==> config.mk <==
export PLATFORM = sky130hd
export DESIGN_NAME = fetch_seq
export DESIGN_NICKNAME = d
export VERILOG_FILES = /design/src/rtl/fetch_pkg.sv /design/src/rtl/fetch_seq_decode.sv /design/src/rtl/fetch_seq.sv
export SDC_FILE = /design/constraint.sdc
export NUM_CORES = 1
export LEC_CHECK = 0
export ABC_AREA = 1
export CAP_MARGIN = 20
export CORE_ASPECT_RATIO = 0.8
export CORE_UTILIZATION = 40
export CTS_BUF_LIST = sky130_fd_sc_hd__clkbuf_8
export DETAILED_ROUTE_END_ITERATION = 6
export PLACE_DENSITY = 0.81
export RECOVER_POWER = 25
export SYNTH_ARGS = -nofsm -noshare
export SYNTH_HDL_FRONTEND = slang
export SYNTH_SLANG_ARGS = --single-unit
==> constraint.sdc <==
create_clock -name clk -period 1.42 [get_ports clk]
set_input_delay 0.142 -clock clk [delete_from_list [all_inputs] [get_ports clk]]
set_output_delay 0.142 -clock clk [all_outputs]
set_load 0.005 [all_outputs]
==> src/rtl/fetch_pkg.sv <==
// Shared types and opcode constants for the instruction-fetch sequencer.
package fetch_pkg;
  localparam int OPC_W = 4;

  typedef enum logic [1:0] {
    FETCH = 2'd0,
    LATCH = 2'd1,
    EXEC  = 2'd2,
    HALT  = 2'd3
  } fetch_state_t;

  localparam logic [OPC_W-1:0] OP_NOP     = 4'h0;
  localparam logic [OPC_W-1:0] OP_JMP     = 4'h1;
  localparam logic [OPC_W-1:0] OP_JZ      = 4'h2;
  localparam logic [OPC_W-1:0] OP_JNZ     = 4'h3;
  localparam logic [OPC_W-1:0] OP_EXEC_LO = 4'h4;
  localparam logic [OPC_W-1:0] OP_EXEC_HI = 4'hE;
  localparam logic [OPC_W-1:0] OP_HALT    = 4'hF;
endpackage

==> src/rtl/fetch_seq_decode.sv <==
// Opcode decode: pc control, execute request and halt detect (ungated).
module fetch_decode
  import fetch_pkg::*;
(
  input  logic [OPC_W-1:0] opcode,
  input  logic             zero_flag,
  output logic             incr,
  output logic             load,
  output logic             exec,
  output logic             is_halt
);

  always_comb begin
    incr    = 1'b0;
    load    = 1'b0;
    exec    = 1'b0;
    is_halt = 1'b0;
    case (opcode)
      OP_NOP:  incr = 1'b1;
      OP_JMP:  load = 1'b1;
      OP_JZ: begin
        load = zero_flag;
        incr = ~zero_flag;
      end
      OP_JNZ: begin
        load = ~zero_flag;
        incr = zero_flag;
      end
      OP_HALT: is_halt = 1'b1;
      default: begin
        if (opcode >= OP_EXEC_LO && opcode <= OP_EXEC_HI) begin
          exec = 1'b1;
          incr = 1'b1;
        end
      end
    endcase
  end

endmodule

==> src/rtl/fetch_seq.sv <==
// Instruction-fetch sequencer: waits out ROM latency, latches the
// instruction, then strobes the pc / datapath for one EXEC cycle.
module fetch_seq
  import fetch_pkg::*;
#(
  parameter int PC_W        = 8,
  parameter int INSTR_W     = 16,
  parameter int ROM_LATENCY = 1
) (
  input  logic               clk,
  input  logic               RESET,
  input  logic               run,
  input  logic [INSTR_W-1:0] instr_in,
  input  logic               zero_flag,
  output logic               incr_pc,
  output logic               load_pc,
  output logic [PC_W-1:0]    pc_value,
  output logic [INSTR_W-1:0] ir,
  output logic               exec_en,
  output logic               halted,
  output logic [1:0]         state_dbg
);

  localparam logic [2:0] LAST_WAIT = 3'(ROM_LATENCY - 1);

  fetch_state_t state;
  logic [2:0]   wait_cnt;
  logic         dec_incr, dec_load, dec_exec, dec_halt;
  logic         active;

  fetch_decode u_decode (
    .opcode    (ir[INSTR_W-1 -: OPC_W]),
    .zero_flag (zero_flag),
    .incr      (dec_incr),
    .load      (dec_load),
    .exec      (dec_exec),
    .is_halt   (dec_halt)
  );

  always_ff @(posedge clk) begin
    if (RESET) begin
      state    <= FETCH;
      wait_cnt <= '0;
      ir       <= '0;
      halted   <= 1'b0;
    end else begin
      case (state)
        FETCH: begin
          // A paused fetch keeps its partial count and resumes from it.
          if (run) begin
            if (wait_cnt == LAST_WAIT) begin
              wait_cnt <= '0;
              state    <= LATCH;
            end else begin
              wait_cnt <= wait_cnt + 3'd1;
            end
          end
        end
        LATCH: begin
          ir    <= instr_in;
          state <= EXEC;
        end
        EXEC: begin
          wait_cnt <= '0;
          if (dec_halt) begin
            state  <= HALT;
            halted <= 1'b1;
          end else begin
            state <= FETCH;
          end
        end
        HALT: state <= HALT;
        default: state <= FETCH;
      endcase
    end
  end

  // Strobes are suppressed in a reset cycle even when state is still EXEC.
  assign active    = (state == EXEC) && !RESET;
  assign incr_pc   = active && dec_incr;
  assign load_pc   = active && dec_load;
  assign exec_en   = active && dec_exec;
  assign pc_value  = ir[PC_W-1:0];
  assign state_dbg = state;

endmodule

==> results.cfg <==
[status]
status = complete, but fails checks
violations = DRC

[drt]
drtIter0Drc = 41
ant_nets = 0
dr_wl_met3_um = 276
vias = 1037
drc = 10
wl_met2_um = 1190
firstDrtPassIters = 7
wirelength_um = 2590
wl_met1_um = 1100
routed.top_layer = met4
vias_per_cell = 5.01
wl_per_cell_um = 12.5

[timing]
layout_setup_ws_ps = 40.0
relSlewSlack_pct = 75.5
skew_ps = 4.10
finalSetupViolCount = 0
hold_viol_final = 0
tightestPinTransition_ps = 368
finalCritPeriodShare_pct = 97.2
final_max_slew_viol_count = 0
fmax_ghz = 0.725
finalCriticalPeriod_ps = 1380
fin_tns_setup_ps = 0

[place]
detailed_place_hpwl_um = 1760
port_buffers = 49
post-place-ws_ps = -198
gp_congestion = 0.774

[logic_synthesis]
yosysWarnings = 0
synth_nets = 153
synth-seq-cells = 22
synth_most_common_cell = nor2_1
synthTopCellsByArea = dfxtp_1 45%, nor2_1 15%, o21ai_0 7.7%, buf_4 6.2%, nand2_1 5.0%
syn-cell-area_um2 = 970
synth_area_per_cell_um2 = 7.40
netlist_top_cells_count = 39 x nor2_1, 22 x dfxtp_1, 15 x o21ai_0
seq_area_frac_synth_pct = 45.4
synth_cells = 131
synth-main-ff-cell = dfxtp_1
synth_area_leader_cell = dfxtp_1
synthArstFlopShare_pct = 0
synth-edff-count = 0
yosysTopAreaCellShare_pct = 45.4
ys_types = 19

[power]
p_leak_nw = 0.644
ir_drop_uv = 532
pwr_density_cell_mw_per_mm2 = 954

[finish]
layout-drive-gt1-share_pct = 14.8
areaGrowthSynthToFinish_pct = 57.0
diodes = 0
nets = 206

[clock_tree]
cts_tree = yes
clock-sinks = 22
cts.clk_slew.worst_paths_ps = 80
cts_buffers = 3
clk_path_buf_depth = 2
insertion_delay_ps = 260
root_buffer = clkbuf_8
ctsHtreeMaxLevel = 1
hold_buffers = 0

[floorplan]
rows = 15
die-area_mm2 = 0.00263
die_h_um = 46.0
ios = 50
fp.coreArea_mm2 = 0.00221
die_w_um = 57.0
start_util_pct = 43.8

[flow_run]
cap_violations = 0

[setup_path]
cp_top_family = buffers and inverters
path_class = flop to output pin
cp_data_required_time_ps = 1280
cp-end-kind = output pin
crit_fanout = 5
crit_chain = buf_4, clkdlybuf4s50_1
cpPeakStageDelay_ps = 500
cp-start-kind = flop
slowest_stage = clkdlybuf4s50_1
arrival_ps = 1240
cp_num_buf_inv = 2

[grt]
grt_overflow = 0
grt_pass1_vias = 917
antenna_found_initial = 0
grt_pass1_wl_um = 3930
grt_usage_pct = 20.1
grt_max_degree = 18

[worst_hold_path]
hold_class = input port to flop
[worst reg2reg max path, cell delays in order (launching register included)]
cell	delay, ps
dfxtp_2	330
buf_4	140
nor2_2	280
inv_2	210
nor2_1	150
nor2_1	60
[kinds of logic (layout without fill, tap and decap cells)]
| kind of cell | after synthesis | in the layout | synth area share, % |
|---|---|---|---|
| AO/OA/AOI/OAI | 25 | 25 | 12.9 |
| adder cells (fa/ha/maj) | 2 | 2 | 2.58 |
| buffers and inverters | 21 | 72 | 13.2 |
| flip-flops | 22 | 22 | 45.4 |
| AND/OR/NAND/NOR | 61 | 61 | 25.9 |
[path summary, 6_finish.rpt]
check | from | end | slack, ps | depth (start not counted)
max | state_dbg[1]$_SDFFE_PP0P_ | state_dbg[1] | 40 | 2
min | instr_in[12] | ir[12]$_SDFFE_PP0N_ | 460 | 3
max reg2reg | state_dbg[1]$_SDFFE_PP0P_ | ir[11]$_SDFFE_PP0N_ | 140 | 5
min reg2reg | halted$_SDFFE_PP0P_ | halted$_SDFFE_PP0P_ | 470 | 2
[stage by stage]
stage	instances	hold slack [ps]	total power, mW	instance area (um^2)	util, %
final	207	455	1.45	1520	68.8
after global routing	207	474	1.52	1520	68.8
after CTS	206	463	1.45	1510	68.4
after detailed placement	203	457	1.08	1480	66.6
after global placement	203	457	1.07	1480	66.6
after floorplan	131	211	0.872	970	-
[where the power goes]
group          internal [mW]  switching [mW]  total, mW
logic                  0.218           0.142      0.360
registers              0.670          0.0392      0.709
clock network          0.189           0.194      0.384
[layer usage]
| metal | global-route usage [%] | up-vias |
|---|---|---|
| met3 | 6.82 | 4 |
| met4 | 5.85 | 0 |
| met1 | 23.2 | 452 |
| met5 | 0 | - |
| li1 | - | 519 |
| met2 | 36.0 | 62 |
[timing repair]
item | in CTS | in global routing
setup endpoints to repair | 3 | 6
buffers inserted | 0 | 1
resized for setup | 5 | 11
pin swaps | 0 | 2
[layout by cell type, fill, tap and decap left out, drive strengths merged]
master,netlist,final
nand3,3,3
o21ai,20,20
nor2,41,41
clkdlybuf4s15,0,1
nand2,13,13
nand4,3,3
nor3,1,1
dfxtp,22,22
a21oi,5,5
clkdlybuf4s50,0,46
inv,9,9
clkbuf,1,6
ha,2,2
buf,11,9
dlygate4sd2,0,1
[final cells by class]
| class | count | area (um^2) |
|---|---|---|
| fill | 201 | 692 |
| inverter | 9 | 33.8 |
| timing repair buffer | 60 | 559 |
| multi-input combinational | 88 | 409 |
| clock buffer | 3 | 41.3 |
| sequential | 22 | 448 |
| tap | 25 | 31.3 |
[flip-flops by register name (all words and copies together) (netlist names)]
register / flops
ir: 16
wait_cnt: 3
state_dbg: 2
halted: 1
No activity file was read; power rests on OpenSTA's default activity.
